<file path="src/rtl/csa_pkg.sv">
`default_nettype none
// +----------------------------------------------------------------------+
// | Package   : csa_pkg                                                  |
// | Purpose   : Shared types and constants for the byte-serial           |
// |             carry-select adder sequencer.                            |
// |             - state_e   : sequencer FSM states                       |
// |             - BYTE_W    : width of one adder slice                   |
// |             - idx_width : byte-index register width for NBYTES       |
// | Revision  : 1.0  initial release                                     |
// +----------------------------------------------------------------------+
package csa_pkg;

    localparam int BYTE_W = 8;

    typedef enum logic [1:0] {
        IDLE = 2'd0,
        RUN  = 2'd1,
        DONE = 2'd2
    } state_e;

    // A single-byte operand still needs a 1-bit index register.
    function automatic int idx_width(input int nbytes);
        return (nbytes <= 1) ? 1 : $clog2(nbytes);
    endfunction

endpackage
`default_nettype wire

</file>
<file path="src/rtl/csa8_core.sv">
`default_nettype none
// +----------------------------------------------------------------------+
// | Module    : csa8_core                                                |
// | Purpose   : Combinational 8-bit carry-select adder.                  |
// |             Low nibble ripples; high nibble is precomputed for both  |
// |             carry values and selected by the low-nibble carry.       |
// | Ports     : a_i[7:0], b_i[7:0], cin_i  -> sum_o[7:0], cout_o         |
// | Revision  : 1.0  initial release                                     |
// +----------------------------------------------------------------------+
module csa8_core (
    input  logic [7:0] a_i,
    input  logic [7:0] b_i,
    input  logic       cin_i,
    output logic [7:0] sum_o,
    output logic       cout_o
);

    logic [4:0] w_lo;
    logic [4:0] w_hi0;
    logic [4:0] w_hi1;
    logic [4:0] w_hi;

    always_comb begin
        w_lo   = {1'b0, a_i[3:0]} + {1'b0, b_i[3:0]} + {4'b0000, cin_i};
        w_hi0  = {1'b0, a_i[7:4]} + {1'b0, b_i[7:4]};
        w_hi1  = {1'b0, a_i[7:4]} + {1'b0, b_i[7:4]} + 5'd1;
        w_hi   = w_lo[4] ? w_hi1 : w_hi0;
        sum_o  = {w_hi[3:0], w_lo[3:0]};
        cout_o = w_hi[4];
    end

endmodule
`default_nettype wire

</file>
<file path="src/rtl/csa8_add_sequencer.sv">
`default_nettype none
// +----------------------------------------------------------------------+
// | Module    : csa8_add_sequencer                                       |
// | Purpose   : Byte-serial W-bit adder (W = 8*NBYTES). Accepts one      |
// |             request in IDLE, adds one byte per clock LSB first with  |
// |             the carry chained through a register, then holds the     |
// |             result until the consumer takes it.                      |
// | Ports     : clk, rst (sync, active high)                             |
// |             in_valid/in_ready, in_a[W], in_b[W], in_cin, [in_sub]    |
// |             out_valid/out_ready, out_sum[W], out_cout, out_ovf       |
// | Options   : CSA_SEQ_SUB_EN - adds in_sub; when set, computes A-B     |
// |             (B inverted, carry-in forced to 1).                      |
// | Revision  : 1.0  initial release                                     |
// +----------------------------------------------------------------------+
module csa8_add_sequencer
    import csa_pkg::*;
#(
    parameter int NBYTES = 4
) (
    input  logic                   clk,
    input  logic                   rst,
    input  logic                   in_valid,
    output logic                   in_ready,
    input  logic [BYTE_W*NBYTES-1:0] in_a,
    input  logic [BYTE_W*NBYTES-1:0] in_b,
    input  logic                   in_cin,
`ifdef CSA_SEQ_SUB_EN
    input  logic                   in_sub,
`endif
    output logic                   out_valid,
    input  logic                   out_ready,
    output logic [BYTE_W*NBYTES-1:0] out_sum,
    output logic                   out_cout,
    output logic                   out_ovf
);

    localparam int W    = BYTE_W * NBYTES;
    localparam int IDXW = idx_width(NBYTES);
    localparam logic [IDXW-1:0] C_LAST_IDX = IDXW'(NBYTES - 1);

    state_e            state_q;
    logic [IDXW-1:0]   idx_q;
    logic              carry_q;
    logic [W-1:0]      a_q;
    logic [W-1:0]      b_q;
    logic [W-1:0]      sum_q;
    logic              cout_q;
    logic              ovf_q;
    logic              valid_q;

    // Operand B and carry-in as they are to be latched at accept time.
    logic [W-1:0]      b_acc_d;
    logic              cin_acc_d;

    logic [7:0]        core_a;
    logic [7:0]        core_b;
    logic [7:0]        core_sum;
    logic              core_cout;
    logic              last_byte;

    always_comb begin
`ifdef CSA_SEQ_SUB_EN
        b_acc_d   = in_sub ? ~in_b : in_b;
        cin_acc_d = in_sub ? 1'b1  : in_cin;
`else
        b_acc_d   = in_b;
        cin_acc_d = in_cin;
`endif
    end

    always_comb begin
        core_a    = a_q[BYTE_W*idx_q +: BYTE_W];
        core_b    = b_q[BYTE_W*idx_q +: BYTE_W];
        last_byte = (idx_q == C_LAST_IDX);
    end

    csa8_core u_core (
        .a_i    (core_a),
        .b_i    (core_b),
        .cin_i  (carry_q),
        .sum_o  (core_sum),
        .cout_o (core_cout)
    );

    always_ff @(posedge clk) begin
        if (rst) begin
            state_q <= IDLE;
            idx_q   <= '0;
            carry_q <= 1'b0;
            a_q     <= '0;
            b_q     <= '0;
            sum_q   <= '0;
            cout_q  <= 1'b0;
            ovf_q   <= 1'b0;
            valid_q <= 1'b0;
        end else begin
            case (state_q)
                IDLE: begin
                    if (in_valid) begin
                        a_q     <= in_a;
                        b_q     <= b_acc_d;
                        carry_q <= cin_acc_d;
                        idx_q   <= '0;
                        sum_q   <= '0;
                        cout_q  <= 1'b0;
                        ovf_q   <= 1'b0;
                        state_q <= RUN;
                    end
                end
                RUN: begin
                    sum_q[BYTE_W*idx_q +: BYTE_W] <= core_sum;
                    carry_q <= core_cout;
                    if (last_byte) begin
                        idx_q   <= '0;
                        cout_q  <= core_cout;
                        // Signed overflow uses the effective (possibly inverted) B.
                        ovf_q   <= (a_q[W-1] == b_q[W-1]) && (core_sum[7] != a_q[W-1]);
                        valid_q <= 1'b1;
                        state_q <= DONE;
                    end else begin
                        idx_q   <= idx_q + IDXW'(1);
                    end
                end
                DONE: begin
                    if (out_ready) begin
                        valid_q <= 1'b0;
                        state_q <= IDLE;
                    end
                end
                default: state_q <= IDLE;
            endcase
        end
    end

    assign in_ready  = (state_q == IDLE);
    assign out_valid = valid_q;
    assign out_sum   = sum_q;
    assign out_cout  = cout_q;
    assign out_ovf   = ovf_q;

endmodule
`default_nettype wire

</file>
<file path="config.mk">
export PLATFORM = sky130hd
export DESIGN_NAME = csa8_add_sequencer
export DESIGN_NICKNAME = d
export VERILOG_FILES = /design/src/rtl/csa_pkg.sv /design/src/rtl/csa8_core.sv /design/src/rtl/csa8_add_sequencer.sv
export SDC_FILE = /design/constraint.sdc
export NUM_CORES = 1
export LEC_CHECK = 0
export BUFFER_PORTS_ARGS = -buffer_cell sky130_fd_sc_hd__clkbuf_2
export CORE_ASPECT_RATIO = 0.9
export CORE_MARGIN = 1
export CORE_UTILIZATION = 54
export CTS_CLUSTER_DIAMETER = 80
export CTS_CLUSTER_SIZE = 12
export DETAILED_ROUTE_END_ITERATION = 6
export HOLD_SLACK_MARGIN = 0.06
export PLACE_DENSITY = 0.8
export SLEW_MARGIN = 5
export SYNTH_ARGS = -nofsm -noshare
export SYNTH_HDL_FRONTEND = slang
export SYNTH_SLANG_ARGS = --single-unit
</file>
<file path="constraint.sdc">
create_clock -name clk -period 3.7 [get_ports clk]
set_input_delay 0.555 -clock clk [delete_from_list [all_inputs] [get_ports clk]]
set_output_delay 0.555 -clock clk [all_outputs]
set_load 0.01 [all_outputs]
</file>
== Yosys cells after proc, flatten, opt, wreduce, memory -nomap -nowiden ==
Cells that the tools add are included.

* Eq/ne operators: 8
* Reduce and logical (&&, ||, !) cells: 9
* $add $sub $neg: 6
* Mux-type cells: 21
* Shift-type cells: 4

{| class="wikitable"
|+ Operators with widths
! cell !! count
|-
| $pmux W32 S2 || 1
|-
| $shiftx A32 B6 Y8 || 2
|-
| $neg A5 Y34 || 1
|-
| $shift A8 B34 Y32 const A || 1
|-
| $shiftx A8 B34 Y32 || 1
|-
| $bwmux W32 || 1
|-
| $mux W32 || 1
|-
| $add A4 B4 Y5 || 2
|-
| $mux W2 || 5
|-
| $reduce_and A3 Y1 || 3
|-
| $pmux W1 S2 || 4
|-
| $mux W1 || 6
|-
| $ne A2 B2 Y1 const B || 3
|-
| $pmux W2 S3 || 1
|-
| $add A5 B1 Y5 || 1
|-
| $add A5 B1 Y5 const B || 1
|-
| $mux W5 || 1
|-
| $eq A2 B2 Y1 const B || 2
|-
| $pmux W2 S2 || 1
|-
| $reduce_and A2 Y1 || 2
|-
| $reduce_bool A2 Y1 || 2
|-
| $add A2 B1 Y2 const B || 1
|-
| $eq A2 B1 Y1 const B || 1
|-
| $logic_not A2 Y1 || 1
|-
| other kinds (3) || 3
|}

* Output and inout port bits: 36
* Word-level logic and storage cells: 57
* Bits of input ports: 69
* Register bits after elaboration: 104

== Longest topological paths before layout ==
Gate-level depths: netlist of run 1.

* Word-level depth: 8
* Gate-level depth with buffers: 10

== Modules after synthesis ==
Synthesis of run 1 repeated with hierarchy kept, for this count alone.

* Cell total of the unflattened synthesis: 505
* Area, all modules: 4772.1 um^2

{| class="wikitable"
|+ By module, submodules not included
! module !! area an instance (um^2) !! instances !! cells each
|-
| csa8_add_sequencer || 4381.7 || 1 || 454
|-
| csa8_core || 390.4 || 1 || 51
|}

== Worst setup path before layout of run 1 ==
No wires, ideal clock.

* Path kind: register to register
* From: register idx_q[0]
* To: register ovf_q, in the netlist out_ovf
* Path buffers: 1
* Cell stages (with the launch flop): 11
* Required time: 3.628 ns
* Arrival: 2.952 ns
* Setup slack: 0.677 ns
* Clock period less this slack: 3.023 ns
* Path through: dfxtp_1 > buf_2 > mux4_2 > fa_1 > inv_1 > fa_1 > and2b_2 > o22a_2 > nand4_1 > xor2_1 > mux2i_1

* Longest elaborated chain between the ends: 8
* Elaborated cells between the ends (all ways): 14
* Those cells by class: add/sub (4); eq/ne (3); shift (2); mux (3); reduce/logical (2)

{| class="wikitable"
|+ RTL lines
! what !! RTL line !! source
|-
| start: declaration || csa8_add_sequencer.sv:42 || <nowiki>logic [IDXW-1:0] idx_q;</nowiki>
|-
| start signal: assignment || csa8_add_sequencer.sv:121 || <nowiki>idx_q <= idx_q + IDXW'(1);</nowiki>
|-
| $shiftx A32 B6 Y8 (on tied branches) || csa8_add_sequencer.sv:72, csa8_add_sequencer.sv:73 ||
|-
| $add A4 B4 Y5 (on tied branches) || csa8_core.sv:25, csa8_core.sv:26, csa8_core.sv:24 ||
|-
| $add A5 B1 Y5 (on tied branches) || csa8_core.sv:26, csa8_core.sv:24 ||
|-
| $mux W5 || csa8_core.sv:27 || <nowiki>w_hi = w_lo[4] ? w_hi1 : w_hi0;</nowiki>
|-
| $ne A1 B1 Y1 || csa8_add_sequencer.sv:117 || <nowiki>ovf_q <= (a_q[W-1] == b_q[W-1]) && (core_sum[7] != a_q[W-1]);</nowiki>
|-
| $logic_and A1 B1 Y1 || csa8_add_sequencer.sv:117 ||
|-
| $mux W1 || csa8_add_sequencer.sv:113 || <nowiki>if (last_byte) begin</nowiki>
|-
| $pmux W1 S2 || csa8_add_sequencer.sv:97 || <nowiki>case (state_q)</nowiki>
|-
| end signal: assignment || csa8_add_sequencer.sv:117 ||
|-
| end: declaration || csa8_add_sequencer.sv:48 || <nowiki>logic ovf_q;</nowiki>
|}

Parallel ways exist; a longest one is shown, timed or not. The select of a mux whose other input is x is not followed.
A chain may end at the register's enable or synchronous reset.

== Final worst setup path of run 1 ==
* From: register idx_q[0]
* To: register sum_q[15], in the netlist out_sum[15]

* Longest elaborated chain between the ends: 7
* Elaborated cells between the ends (all ways): 12
* Those cells by class: add/sub (5); shift (4); mux (3)

{| class="wikitable"
|+ RTL lines
! what !! RTL line !! source
|-
| $shiftx A32 B6 Y8 (on tied branches) || csa8_add_sequencer.sv:72, csa8_add_sequencer.sv:73 ||
|-
| $add A4 B4 Y5 (on tied branches) || csa8_core.sv:25, csa8_core.sv:26, csa8_core.sv:24 ||
|-
| $add A5 B1 Y5 (on tied branches) || csa8_core.sv:26, csa8_core.sv:24 ||
|-
| $mux W5 || csa8_core.sv:27 ||
|-
| $shiftx A8 B34 Y32 || csa8_add_sequencer.sv:111 || <nowiki>sum_q[BYTE_W*idx_q +: BYTE_W] <= core_sum;</nowiki>
|-
| $bwmux W32 (*) || csa8_add_sequencer.sv:111 ||
|-
| $pmux W32 S2 (*) || csa8_add_sequencer.sv:97 ||
|-
| end signal: indexed assignment || csa8_add_sequencer.sv:111 ||
|-
| end: declaration || csa8_add_sequencer.sv:46 || <nowiki>logic [W-1:0] sum_q;</nowiki>
|}

Every way passes the cells marked *; elsewhere a longest branch is shown, timed or not.

==> impl_results.md, run 1 <==
- Status: complete, no violations
- CTS clk-pin slew, worst paths: 0.10 ns
- Total Power: 2.22 mW
- Die width: ~99 um
- CORE AREA: around 8100 sq um
- RR Startpoint: idx_q[0]
- FMAX: ~300 MHz
- First-pass DRT Iterations: 5
- Remaining global-route overflow: 0
- Post-DP HPWL: 7.71 mm
- Routed len/inst: roughly 15 um
- Max incr delay on CP: around 0.75 ns
- Final period util: 89.8%
- Sum Neg Setup Slack: 0 ns
- Post-Syn Area per Cell: ~9 sq um
- Hold Path Sink: b_q[21]
- Cell taking the most area after synthesis: dfxtp_1
- Layout overhead on the synthesized area: 15.9%
- Final GP Congestion: 0.842
- Kind of cell adding the most delay to the critical path: flip-flops
- Clock Path Buffers: 2
- Cells after synthesis: 508
- Synth Cell Area: 4550 sq um
- Initial antenna violation count: 0
- Worst reg-to-reg setup slack: 0.38 ns
- I/O pins: 105
- Critical path's most frequent cell: fa_1
- Unique masters post-synth: 46
- Final Skew: 0.00868 ns
- Cells after DPL: 684
- Worst path bufs/invs: 1
- Post-CTS Hold Fix Bufs: 0
- Max VDD drop: 0.248 mV
- Slew margin rel.: 30.3%
- Final WL: 10.5 mm
- Layout Cells excl Fill: 700
- Tightest Pin Transition: 1.05 ns
- Number of global-route vias before repair: ~3700
- Starting Density: between 50% and 60%
- First-pass GRT wire length: between 15 and 20 mm
- Hold Startpoint: in_b[21]
- Cell with the most instances after synthesis: nand2_1
- # H-tree levels: 3
- Ys Warns: 0
- Routed Antenna Nets: 0
- Min Tclk post-route: approximately 3.3 ns
- Worst R2R Path Depth: 9
- Yosys reg bits: 104
- Source of the critical timing path: idx_q[0]
- Reg-to-reg critical path endpoint: out_sum[15]
- Synth top area share: 45.8%
- Root Buffer: clkbuf_8
- Min-delay worst type: input port to flop
- Cells along the critical path: mux4_2 -> fa_1 -> inv_1 -> fa_1 -> and2b_2 -> o22a_2 -> nand4_1 -> xor2_1 -> o21ai_0
- Critical path class: flop to flop
- Max FO, Critical Path: 13
- MaxCap Viol Count: 0
- GRT Util Overall: 25.2%
- Drt drc: 0
- Final hold viol count: 0
- Leakage power: 2.22 nW
- Unrepaired setup endpoints after global routing: no
- Required time of the critical path: roughly 4.0 ns
- PwrDens: ~420 nW/um^2
- Post-layout util: about two thirds
- Pin count of the biggest net entering global routing: 65
- Die area: ~8800 sq um
- Syn_nets: between 500 and 600
- Post-synthesis sequential area ratio: 45.8%
- Critical Path AT: between 3 and 4 ns
- Crit start category: flop
- Nets@finish: 680
- Total CTS buffers: 9
- Final setup vio count: 0
- Slew Viols, Final: 0
- Initial DRC count: 189
- Ys async rst share: 0%
- Synth cell count leaders: nand2_1 (137), dfxtp_1 (104), a21oi_1 (72), nor2_1 (42), a22oi_1 (29)
- Diodes inserted: 0
- Die H: 89.1 um
- Smallest hold slack: just under 0.4 ns
- Worst path slowest cell: dfxtp_1
- Post_cts resized: 0
- Vias: 3845
- Clk_lat worst skew: 0.37 ns
- Main synth FF type: dfxtp_1
- Hold Crit Depth: 3
- IO buf count: 104
- DR vias/cell: 5.49
- Share of layout cells above drive strength 1: between 20% and 30%
- CTS sink count: 104
- Number of synthesized flops with an enable pin: 0
- Setup Fix Bufs, Post-CTS: 0
- # rows: 31
- Crit. End Element: flop
- CTS tree: yes
- Ranking of synthesized cells by area: dfxtp_1 (46%), nand2_1 (11%), a21oi_1 (7.9%)
per-layer routing:
metal / up-vias / share of wire [%] / global-route usage, %
met5: - / 0 / 0
met4: 0 / 1.6 / 8.96
met3: 21 / 4.8 / 4.22
met2: 112 / 50 / 46.2
met1: 1801 / 44 / 30.4
li1: 1911 / - / -
layout make-up:
cell class | count | area, sq um
clock buffers | 10 | 138
clock inverters | 6 | 52.6
fillers | 661 | 2830
inverters | 9 | 33.8
multi-input cells | 362 | 2270
flip-flops and latches | 104 | 2080
well taps | 99 | 124
repair buffers | 110 | 578
worst max path at each step:
stage	to	depth (start not counted)	slack (ns)
after global routing	out_sum[15]	9	0.18
final	out_sum[15]	9	0.38
after CTS	out_sum[6]	8	0.37
after global placement	out_sum[4]	9	0.48
after detailed placement	out_sum[15]	9	0.38
after floorplan	out_ovf	10	0.68
registers in the layout, summed over array words and instances (netlist names):
register and flops:
carry_q 1, b_q 32, state_q 2, out_valid 1, out_sum 32, out_cout 1
a_q 32, idx_q 2, out_ovf 1
power breakdown:
group          total, mW  switching (mW)  internal (mW)
Sequential          1.21          0.0366           1.17
Combinational      0.338           0.200          0.138
Clock              0.681           0.408          0.272
through the flow:
| step | area [sq um] | setup slack (ns) |
|---|---|---|
| 5_1_grt | 5270 | 0.177 |
| 6_report | 5270 | 0.377 |
| 3_5_place_dp | 5080 | 0.382 |
| 3_3_place_gp | 5080 | 0.478 |
| 2_1_floorplan | 4550 | 0.677 |
| 4_1_cts | 5270 | 0.373 |
tightest hold or removal path: stages:
cell	delay [ns]
clkbuf_2	0.08
nand2_1	0.04
a21oi_1	0.05
placed cells by master (no fill, tap or decap), types with 5 or more instances in the layout:
master,n
clkbuf_2,103
inv_1,9
buf_4,5
a21oi_1,72
ha_1,12
nor2_1,42
clkbuf_8,10
nand2_1,136
mux4_2,16
a21o_1,5
a22oi_1,29
dfxtp_1,104
kinds of logic (layout without fill, tap and decap cells):
family,Yosys count,in the layout,synth area share [%]
compound gates,118,118,15.8
xor+xnor,7,7,1.51
fa+ha+maj,15,15,4.62
buf+inv,42,135,4.51
flops,104,104,45.8
mux,18,18,8.39
simple gates,204,204,19.4
No activity file was read; power rests on OpenSTA's default activity.
==> run 2, diff against run 1 <==
--- a/config.mk
+++ b/config.mk
@@ -5,15 +5,15 @@
 export SDC_FILE = /design/constraint.sdc
 export NUM_CORES = 1
 export LEC_CHECK = 0
-export BUFFER_PORTS_ARGS = -buffer_cell sky130_fd_sc_hd__clkbuf_2
 export CORE_ASPECT_RATIO = 0.9
-export CORE_MARGIN = 1
-export CORE_UTILIZATION = 54
+export CORE_UTILIZATION = 60
 export CTS_CLUSTER_DIAMETER = 80
 export CTS_CLUSTER_SIZE = 12
 export DETAILED_ROUTE_END_ITERATION = 6
+export DONT_BUFFER_PORTS = 1
 export HOLD_SLACK_MARGIN = 0.06
-export PLACE_DENSITY = 0.8
+export MAX_ROUTING_LAYER = met4
+export PLACE_DENSITY = 0.76
 export SLEW_MARGIN = 5
 export SYNTH_ARGS = -nofsm -noshare
 export SYNTH_HDL_FRONTEND = slang
==> impl_results.md, run 2 (synthesis gave the netlist of run 1 again) <==
- Net Sw Frac: 27.3%
- Most frequent cells in the layout: nand2_1 (136), dfxtp_1 (104), a21oi_1 (72), nor2_1 (42), a22oi_1 (29)
- Crit start category: flop
- Clk pwr share: between 30% and 40%
- CTS clk-pin slew, worst paths: 0.09 ns
- Leakage power: between 1.5 and 2 nW
- Initial antenna violation count: 0
- Die area: 7930 sq um
- Final hold viol count: 0
- Drt drc: 0
- Worst path slowest cell: mux4_2
- Filler cells: 612
- Die H: 84.6 um
- Critical path class: flop to flop
- NetSw: 605 uW
- Crit. End Element: flop
- Commonest non-fill, non-tap cell in the layout: nand2_1
- Clk_lat worst skew: 0.38 ns
- Final setup vio count: 0
- Post-DP HPWL: approximately 7 mm
- I/O pins: ~110
- Max VDD drop: 0.323 mV
- CTS tree: yes
- Slew margin rel.: 18.5%
- Sequential power share: 54.1%
- Vias: 3488
- IO buf count: 0
- Min-delay worst type: input port to flop
- Layout overhead on the synthesized area: 4.32%
- First-pass DRT Iterations: 5
- Comb power frac: roughly an eighth
- PwrDens: 468 nW/um^2
- Nets@finish: 575
- Max incr delay on CP: approximately 0.56 ns
- CTS sink count: 104
- Routed Antenna Nets: 0
- Pre-CTS WS: 0.516 ns
- Status: complete, no violations
- First-pass GRT wire length: roughly 16 mm
- Starting Density: 63.3%
- Sum Neg Setup Slack: 0 ns
- Min Tclk post-route: about 3.2 ns
- Share of layout cells above drive strength 1: 10.7%
- Power Internal: 1.61 mW
- Initial DRC count: 185
- Unrepaired setup endpoints after global routing: no
- Fin worst setup slack: between 0.5 and 0.6 ns
- Setup Fix Bufs, Post-CTS: 0
- MaxCap Viol Count: 0
- Final GP Congestion: 0.942
- Required time of the critical path: 3.94 ns
- Final Skew: 0.0114 ns
- Remaining global-route overflow: 0
- Final WL: 9.90 mm
- Routed len/inst: 16.8 um
- GRT Util Overall: 27.6%
- Max FO, Critical Path: 16
- Number of global-route vias before repair: 3301
- Slew Viols, Final: 0
- Die width: ~94 um
- Critical path's most frequent cell: fa_1
- Pin count of the biggest net entering global routing: 108
- Tightest Pin Transition: 1.22 ns
- Root Buffer: clkbuf_8
- Final period util: 86.1%
- Post_cts resized: 0
- Total CTS buffers: 9
- CORE AREA: about 7000 sq um
- DR vias/cell: 5.92
- Clock Path Buffers: 2
- Diodes inserted: 0
- Critical Path AT: ~3.4 ns
- # H-tree levels: 3
- Cells along the critical path: buf_4 -> mux4_2 -> fa_1 -> inv_1 -> fa_1 -> and2b_2 -> o22a_2 -> nand4_1 -> xor2_1 -> o21ai_0
- Post-CTS Hold Fix Bufs: 0
- # rows: 29
- FMAX: 314 MHz
run 2: per-stage QoR:
step | utilization [%] | hold WS, ns | cells | cell area [sq um] | power (mW)
after floorplan | - | 0.433 | 508 | 4550 | 1.46
after global placement | 63.1 | 0.434 | 573 | 4540 | 1.49
after detailed placement | 63.1 | 0.439 | 573 | 4540 | 1.50
after CTS | 66.1 | 0.226 | 589 | 4750 | 2.23
after global routing | 66.1 | 0.222 | 589 | 4750 | 2.31
final | 66.1 | 0.245 | 589 | 4750 | 2.22
run 2: critical path, delay by kind of cell (launching register included):
kind                       cells  cell delay, ns
buffers and inverters          2            0.39
xor gates and xnor gates       1            0.38
and+or+nand+nor                2            0.34
DFF                            1            0.34
muxes                          1            0.56
adders and majority gates      2            0.62
AOI/OAI and AO/OA              2            0.42
run 2: path summary, 6_finish.rpt:
| check | from | endpoint | slack, ns | depth (start not counted) |
|---|---|---|---|---|
| worst max register to register | idx_q[0] | out_sum[15] | 0.52 | 10 |
| worst min-delay path | rst | out_sum[9] | 0.25 | 1 |
| worst max-delay path | idx_q[0] | out_sum[15] | 0.52 | 10 |
| worst min register to register | b_q[25] | b_q[25] | 0.46 | 2 |
run 2: power groups by stage:
stage | combinational, mW | sequential [mW] | clock (mW)
after floorplan | 0.240 | 1.22 | 0
after global placement | 0.269 | 1.23 | 0
after detailed placement | 0.276 | 1.23 | 0
after CTS | 0.277 | 1.20 | 0.754
after global routing | 0.312 | 1.21 | 0.794
final | 0.278 | 1.20 | 0.741
run 2: cell type report:
cell class / instances / area (sq um) / area share (%)
Clock buffer: 10 / 138 / 2.90
Clock inverter: 6 / 72.6 / 1.53
Inverter: 9 / 33.8 / 0.712
Multi-Input combinational cell: 362 / 2270 / 47.7
Sequential cell: 104 / 2080 / 43.9
Tap cell: 93 / 116 / 2.45
Timing Repair Buffer: 5 / 37.5 / 0.791
run 2: routing by layer:
layer / GRT usage [%] / wire length, um
met1: 37.6 / 4590
met2: 39.9 / 4440
met3: 6.88 / 630
met4: 9.37 / 234
met5: - / 0
